`src/rtl/ysyx_22041071_axi_rd_arb_pkg.sv`:
```
// ---------------------------------------------------------------------------
// ysyx_22041071_axi_rd_arb_pkg
// Shared constants for the two-port AXI read arbiter: requester IDs (also
// used as the internal owner encoding), FSM state encoding and the AXI
// width defaults of the surrounding core.
// ---------------------------------------------------------------------------
package ysyx_22041071_axi_rd_arb_pkg;

  // Requester IDs; the 1-bit owner register uses the same values
  localparam logic ARB_ID_IF  = 1'b0;
  localparam logic ARB_ID_MEM = 1'b1;

  // AXI field widths of the core
  localparam int AXI_LEN_WIDTH  = 8;
  localparam int AXI_ID_WIDTH   = 4;
  localparam int AXI_DATA_WIDTH = 64;
  localparam int AXI_ADDR_WIDTH = 64;

  typedef enum logic [1:0] {
    ST_IDLE  = 2'd0,
    ST_ISSUE = 2'd1,
    ST_DATA  = 2'd2
  } arb_state_e;

endpackage

```
`src/rtl/ysyx_22041071_axi_rd_arb_pick.sv`:
```
// ---------------------------------------------------------------------------
// ysyx_22041071_arb_pick
// Combinational 2-way winner select.
// Ports:
//   if_valid_i   - IF request pending
//   mem_valid_i  - MEM request pending
//   last_grant_i - owner of the previous burst (IF=0, MEM=1)
//   rr_mode_i    - 1: round-robin on ties, 0: MEM wins ties
//   grant_o      - one-hot grant, bit0 = IF, bit1 = MEM
// ---------------------------------------------------------------------------
module ysyx_22041071_arb_pick
  import ysyx_22041071_axi_rd_arb_pkg::*;
(
  input  logic       if_valid_i,
  input  logic       mem_valid_i,
  input  logic       last_grant_i,
  input  logic       rr_mode_i,
  output logic [1:0] grant_o
);

  always_comb begin
    grant_o = 2'b00;
    if (if_valid_i && mem_valid_i) begin
      // round-robin favours whoever did not own the previous burst
      if (rr_mode_i && (last_grant_i == ARB_ID_MEM)) grant_o = 2'b01;
      else                                           grant_o = 2'b10;
    end else if (if_valid_i) begin
      grant_o = 2'b01;
    end else if (mem_valid_i) begin
      grant_o = 2'b10;
    end
  end

endmodule

```
`src/rtl/ysyx_22041071_axi_rd_arb.sv`:
```
// ---------------------------------------------------------------------------
// ysyx_22041071_axi_rd_arb
// Shares one AXI read engine between instruction fetch (IF) and data load
// (MEM). One requester is granted at a time; the grant is held for the whole
// burst, returned beats are counted against the requested length and routed
// back to the owner with a generated last flag.
//
// Build option: YSYX_22041071_ARB_RR_EN defined -> round-robin on ties
// (IF wins the first tie after reset); undefined -> MEM always wins ties.
//
// Ports:
//   clk, reset              - clock, synchronous active-high reset
//   if_req_* / mem_req_*    - request (valid/ready/addr/len/size)
//   if_rsp_* / mem_rsp_*    - registered beat return (valid/data/resp/last)
//   rd_ar_valid/rd_ar_ready - request handshake to the read engine
//   rd_id/addr/len/size     - latched request fields
//   rd_r_valid/data/resp    - beats returned by the read engine
// ---------------------------------------------------------------------------
module ysyx_22041071_axi_rd_arb
  import ysyx_22041071_axi_rd_arb_pkg::*;
#(
  parameter int ADDR_W = AXI_ADDR_WIDTH,
  parameter int DATA_W = AXI_DATA_WIDTH,
  parameter int LEN_W  = AXI_LEN_WIDTH,
  parameter int ID_W   = AXI_ID_WIDTH
) (
  input  logic              clk,
  input  logic              reset,

  input  logic              if_req_valid,
  output logic              if_req_ready,
  input  logic [ADDR_W-1:0] if_req_addr,
  input  logic [LEN_W-1:0]  if_req_len,
  input  logic [1:0]        if_req_size,

  input  logic              mem_req_valid,
  output logic              mem_req_ready,
  input  logic [ADDR_W-1:0] mem_req_addr,
  input  logic [LEN_W-1:0]  mem_req_len,
  input  logic [1:0]        mem_req_size,

  output logic              if_rsp_valid,
  output logic [DATA_W-1:0] if_rsp_data,
  output logic [1:0]        if_rsp_resp,
  output logic              if_rsp_last,

  output logic              mem_rsp_valid,
  output logic [DATA_W-1:0] mem_rsp_data,
  output logic [1:0]        mem_rsp_resp,
  output logic              mem_rsp_last,

  output logic              rd_ar_valid,
  input  logic              rd_ar_ready,
  output logic [ID_W-1:0]   rd_id,
  output logic [ADDR_W-1:0] rd_addr,
  output logic [LEN_W-1:0]  rd_len,
  output logic [1:0]        rd_size,

  input  logic              rd_r_valid,
  input  logic [DATA_W-1:0] rd_r_data,
  input  logic [1:0]        rd_r_resp
);

  arb_state_e        state_q;
  logic              owner_q;
  logic [LEN_W-1:0]  cnt_q;
  logic              rd_ar_valid_q;
  logic [ID_W-1:0]   rd_id_q;
  logic [ADDR_W-1:0] rd_addr_q;
  logic [LEN_W-1:0]  rd_len_q;
  logic [1:0]        rd_size_q;

  logic              if_rsp_valid_q,  mem_rsp_valid_q;
  logic [DATA_W-1:0] if_rsp_data_q,   mem_rsp_data_q;
  logic [1:0]        if_rsp_resp_q,   mem_rsp_resp_q;
  logic              if_rsp_last_q,   mem_rsp_last_q;

  logic [1:0]        grant;
  logic              last_grant;
  logic              rr_mode;
  logic              sel_mem;
  logic              beat_last;

`ifdef YSYX_22041071_ARB_RR_EN
  logic last_grant_q;
  assign last_grant = last_grant_q;
  assign rr_mode    = 1'b1;
`else
  assign last_grant = ARB_ID_MEM;
  assign rr_mode    = 1'b0;
`endif

  ysyx_22041071_arb_pick u_pick (
    .if_valid_i   (if_req_valid),
    .mem_valid_i  (mem_req_valid),
    .last_grant_i (last_grant),
    .rr_mode_i    (rr_mode),
    .grant_o      (grant)
  );

  // ready is only offered while idle; the pick output is purely from valid
  assign if_req_ready  = (state_q == ST_IDLE) && grant[0];
  assign mem_req_ready = (state_q == ST_IDLE) && grant[1];
  assign sel_mem       = grant[1];
  assign beat_last     = (cnt_q == rd_len_q);

  always_ff @(posedge clk) begin
    if (reset) begin
      state_q         <= ST_IDLE;
      owner_q         <= ARB_ID_IF;
      cnt_q           <= '0;
      rd_ar_valid_q   <= 1'b0;
      rd_id_q         <= '0;
      rd_addr_q       <= '0;
      rd_len_q        <= '0;
      rd_size_q       <= '0;
      if_rsp_valid_q  <= 1'b0;
      if_rsp_data_q   <= '0;
      if_rsp_resp_q   <= '0;
      if_rsp_last_q   <= 1'b0;
      mem_rsp_valid_q <= 1'b0;
      mem_rsp_data_q  <= '0;
      mem_rsp_resp_q  <= '0;
      mem_rsp_last_q  <= 1'b0;
`ifdef YSYX_22041071_ARB_RR_EN
      last_grant_q    <= ARB_ID_MEM;
`endif
    end else begin
      // response strobes are single-cycle pulses
      if_rsp_valid_q  <= 1'b0;
      if_rsp_last_q   <= 1'b0;
      mem_rsp_valid_q <= 1'b0;
      mem_rsp_last_q  <= 1'b0;

      case (state_q)
        ST_IDLE: begin
          if (grant != 2'b00) begin
            owner_q       <= sel_mem;
            rd_id_q       <= sel_mem ? ID_W'(ARB_ID_MEM) : ID_W'(ARB_ID_IF);
            rd_addr_q     <= sel_mem ? mem_req_addr : if_req_addr;
            rd_len_q      <= sel_mem ? mem_req_len  : if_req_len;
            rd_size_q     <= sel_mem ? mem_req_size : if_req_size;
            cnt_q         <= '0;
            rd_ar_valid_q <= 1'b1;
            state_q       <= ST_ISSUE;
          end
        end

        ST_ISSUE: begin
          if (rd_ar_ready) begin
            rd_ar_valid_q <= 1'b0;
            state_q       <= ST_DATA;
          end
        end

        ST_DATA: begin
          if (rd_r_valid) begin
            if (owner_q == ARB_ID_MEM) begin
              mem_rsp_valid_q <= 1'b1;
              mem_rsp_data_q  <= rd_r_data;
              mem_rsp_resp_q  <= rd_r_resp;
              mem_rsp_last_q  <= beat_last;
            end else begin
              if_rsp_valid_q  <= 1'b1;
              if_rsp_data_q   <= rd_r_data;
              if_rsp_resp_q   <= rd_r_resp;
              if_rsp_last_q   <= beat_last;
            end
            // wraps only on the final beat of a 256-beat burst, when it no
            // longer matters because the FSM leaves DATA
            cnt_q <= cnt_q + LEN_W'(1);
            if (beat_last) begin
              state_q <= ST_IDLE;
`ifdef YSYX_22041071_ARB_RR_EN
              last_grant_q <= owner_q;
`endif
            end
          end
        end

        default: state_q <= ST_IDLE;
      endcase
    end
  end

  assign rd_ar_valid   = rd_ar_valid_q;
  assign rd_id         = rd_id_q;
  assign rd_addr       = rd_addr_q;
  assign rd_len        = rd_len_q;
  assign rd_size       = rd_size_q;
  assign if_rsp_valid  = if_rsp_valid_q;
  assign if_rsp_data   = if_rsp_data_q;
  assign if_rsp_resp   = if_rsp_resp_q;
  assign if_rsp_last   = if_rsp_last_q;
  assign mem_rsp_valid = mem_rsp_valid_q;
  assign mem_rsp_data  = mem_rsp_data_q;
  assign mem_rsp_resp  = mem_rsp_resp_q;
  assign mem_rsp_last  = mem_rsp_last_q;

endmodule

```
`config.mk`:
```
export PLATFORM = sky130hd
export DESIGN_NAME = ysyx_22041071_axi_rd_arb
export DESIGN_NICKNAME = d
export VERILOG_FILES = /design/src/rtl/ysyx_22041071_axi_rd_arb_pkg.sv /design/src/rtl/ysyx_22041071_axi_rd_arb_pick.sv /design/src/rtl/ysyx_22041071_axi_rd_arb.sv
export SDC_FILE = /design/constraint.sdc
export NUM_CORES = 1
export LEC_CHECK = 0
export CAP_MARGIN = 15
export CORE_AREA = 2 2 172 174
export CTS_CLUSTER_DIAMETER = 120
export DETAILED_ROUTE_END_ITERATION = 10
export DIE_AREA = 0 0 174 176
export SKIP_LAST_GASP = 1
export SLEW_MARGIN = 30
export SYNTH_ARGS = -nofsm -noshare
export SYNTH_HDL_FRONTEND = slang
export SYNTH_SLANG_ARGS = --single-unit
export TNS_END_PERCENT = 1
```
`constraint.sdc`:
```
create_clock -name clk -period 5.5 [get_ports clk]
set_clock_uncertainty 0.1 [all_clocks]
set_input_delay 1.375 -clock clk [delete_from_list [all_inputs] [get_ports clk]]
set_output_delay 1.375 -clock clk [all_outputs]
set_load 0.02 [all_outputs]
```
==> flow_metrics.py <==
metrics = {
    "status": {
        "run_status": "finished clean",
    },
    "logic_synthesis": {
        "ys_ff_latch": 222,
        "synthCells": 1004,
        "avgSynthCellArea_sq_um": 8.494,
        "netlist_area_sq_um": 8528,
        "synth_top_family_by_area": "simple AND/OR/NAND/NOR gates",
        "yosysTopAreaCellShare_pct": 52.11,
        "synth-main-ff-cell": "dfxtp_1",
        "seq_area_frac_synth_pct": 52.11,
        "ys.warnings.count": 0,
        "synth_area_leaders": "dfxtp_1 (52%), nand2_1 (12%), mux2i_1 (8.7%)",
        "synth_compound_area_share_pct": 14.89,
        "yosys.area_share.adder_pct": 0.1467,
        "ys_types": 34,
        "synth_top_cell_by_area": "dfxtp_1",
        "synth-xor-area-share_pct": 1.335,
        "synth_simple_gate_area_share_pct": 18.43,
        "synth_edf_count": 0,
        "synth_mux_area_share_pct": 8.685,
        "synthArstFlopShare_pct": 0,
    },
    "hold_path": {
        "hold_path_class": "flip-flop to flip-flop",
    },
    "drt": {
        "wire_per_inst_um": 16.95,
        "first_pass_iters": 4,
        "avgViaCountPerCell": 4.593,
        "vias": 8259,
        "routed_wl_um": 30470,
        "drc_errors": 0,
        "dr.first_iter.drc_count": 483,
        "postRouteAntennaNets": 0,
    },
    "sta": {
        "worst_slew_pin_slew_ps": 893.7,
        "setup_violations": 0,
        "hold_viol_final": 0,
        "fmax_mhz": 237.0,
        "report.final.slew_viol_count": 0,
        "timing.slew.headroom_pct": 40.21,
        "setup_tns_ps": 0,
        "timing.final.crit_share_pct": 76.72,
        "rsz0062_at_grt": "no",
        "period_needed_ps": 4220,
    },
    "job": {
        "cap_violations": 0,
    },
    "place": {
        "place_congestion": 0.8262,
        "hpwlAfterDp_um": 22270,
        "port_buffers": 433,
    },
    "clocking": {
        "cts-resized-gates": 0,
        "clkLatencyLatePin_ps": 530,
        "numCtsBuffers": 26,
        "hold_buffers": 0,
        "cts_max_level": 1,
        "clkSinkCount": 222,
        "tritoncts": "yes",
        "path_clk_slew_ps": 50,
        "cts_root_buffer": "clkbuf_16",
        "cts_setup_buffers": 0,
        "cts.path.max_buffers": 3,
    },
    "floorplanning": {
        "start_util_pct": 29.87,
        "fp.dieW_um": 174,
        "num_rows": 62,
        "die_y_um": 176,
        "die_area_sq_um": 30620,
        "num_io_pins": 437,
        "core-area_sq_um": 28550,
    },
    "cells_and_area": {
        "final_nets": 1615,
        "num_antenna_cells": 0,
        "final_cell_mix": "clkdlybuf4s50_1 (431), nand2_1 (274), dfxtp_1 (222)",
        "drive_above_1_share_pct": 4.738,
        "finalCoreUtilization_pct": 49.24,
        "fillers": 2799,
        "syn_to_final_growth_pct": 64.82,
        "layout_commonest_cell": "clkdlybuf4s50_1",
    },
    "critical_path": {
        "cp_top_family": "buffers and inverters",
        "crit_top_cell": "clkdlybuf4s50_1",
        "crit_slowest_cell": "clkdlybuf4s50_1",
        "critPathArrivalTime_ps": 2740,
        "critPathKind": "primary input to primary output",
        "cp-start-kind": "primary input",
        "crit_chain": "clkdlybuf4s50_1 > nand2_1 > nor2_1 > clkdlybuf4s50_1",
        "cp.required_ps": 4030,
        "cp_num_buf_inv": 2,
        "end_kind": "primary output",
        "path_max_fanout": 3,
        "worst_path_largest_cell_delay_ps": 640,
    },
    "global_route": {
        "grt_pass1_vias": 7957,
        "grt-ovfl-total": 0,
        "grt.total_usage_pct": 18.95,
        "grt_max_degree": 121,
        "grt_pass1_wl_um": 45840,
        "antenna_found_initial": 0,
    },
    "power_and_ir_drop": {
        "leakagePower_nw": 5.061,
        "p_comb_share_pct": 17.3,
        "p_per_area_nw_per_um2": 308.9,
        "swShare_pct": 25.76,
        "peakVddDrop_mv": 0.2063,
        "seqPwrFrac_pct": 40.3,
        "p_sw_w": 0.001118,
        "intPower_w": 0.003223,
        "pwr-share-clk_pct": 42.4,
    },
}
==> synth_stat cells, types with 2 or more instances <==
master / instances
a211oi_1: 74
a21oi_1: 140
and2_1: 3
buf_1: 6
buf_2: 24
buf_4: 5
clkbuf_1: 48
dfxtp_1: 222
mux2i_1: 74
nand2_1: 275
nand2b_1: 2
nand3_1: 2
nand3b_1: 2
nand4_1: 3
nor2_1: 88
nor4_1: 7
xnor2_1: 8
xor2_1: 5
==> registers in the layout, indices dropped and copies added, names as in the netlist, 2 cells and up <==
signal and flops:
if_rsp_data 64, state_q 2, if_rsp_resp 2, rd_len 8, mem_rsp_resp 2, rd_size 2, rd_addr 64, mem_rsp_data 64
cnt_q 8
==> tightest hold or removal path, delay by kind of cell (launching register included) <==
family,cells,cell delay (ps)
compound gates,1,50
simple gates,1,50
flops,1,300
==> metal layers <==
layer | global-route usage (%) | vias to the layer above | wire length [um]
met3 | 4.500 | 45 | 2338
met1 | 22.70 | 3744 | 12430
met4 | 5.217 | 0 | 769
met2 | 33.93 | 314 | 14940
met5 | 0 | - | 0
li1 | - | 4156 | -
==> logic make-up after synthesis <==
| kind of cell | Yosys count |
|---|---|
| AO/OA/AOI/OAI | 216 |
| XOR/XNOR | 13 |
| adder cells (fa/ha/maj) | 1 |
| buffers and inverters | 84 |
| flip-flops | 222 |
| multiplexers | 74 |
| other | 1 |
| AND/OR/NAND/NOR | 393 |
==> power groups by stage <==
stage / combinational [W] / sequential [W] / clock, W
finish: 0.000752 / 0.00175 / 0.00184
global route: 0.000807 / 0.00176 / 0.00195
CTS: 0.000764 / 0.00175 / 0.00189
detailed placement: 0.000762 / 0.00178 / 0
global placement: 0.000760 / 0.00178 / 0
floorplan: 0.000246 / 0.00188 / 0
==> layout make-up <==
| cell class | instances | area [sq um] | share of cell area [%] |
|---|---|---|---|
| Clock buffer | 37 | 762.0 | 5.421 |
| Clock inverter | 11 | 168.9 | 1.202 |
| Multi-Input combinational cell | 700 | 3737 | 26.59 |
| Sequential cell | 222 | 4444 | 31.62 |
| Tap cell | 384 | 480.5 | 3.418 |
| Timing Repair Buffer | 444 | 4463 | 31.75 |
==> worst paths after layout <==
path	start	end	slack [ps]	cells past startpoint
worst min-delay path	mem_rsp_data[6]$_SDFFE_PP0P_	mem_rsp_data[6]$_SDFFE_PP0P_	350	2
worst max register to register	state_q[1]$_SDFFE_PP0P_	rd_addr[11]$_SDFFE_PP0P_	2890	5
worst max-delay path	if_req_valid	if_req_ready	1280	4
worst min register to register	mem_rsp_data[6]$_SDFFE_PP0P_	mem_rsp_data[6]$_SDFFE_PP0P_	350	2
==> metrics by stage <==
stage	setup slack, ps	hold slack (ps)	cell area (sq um)	cells	total power, W
6_report	1280	350.6	14060	1798	0.004342
5_1_grt	1231	369.1	14060	1798	0.004515
4_1_cts	1267	353.3	14050	1798	0.004402
3_5_place_dp	1273	345.3	13120	1750	0.002546
3_3_place_gp	1282	340.5	13090	1749	0.002540
2_1_floorplan	1664	370.5	8536	1006	0.002124
Power figures use the tool's default switching activity.
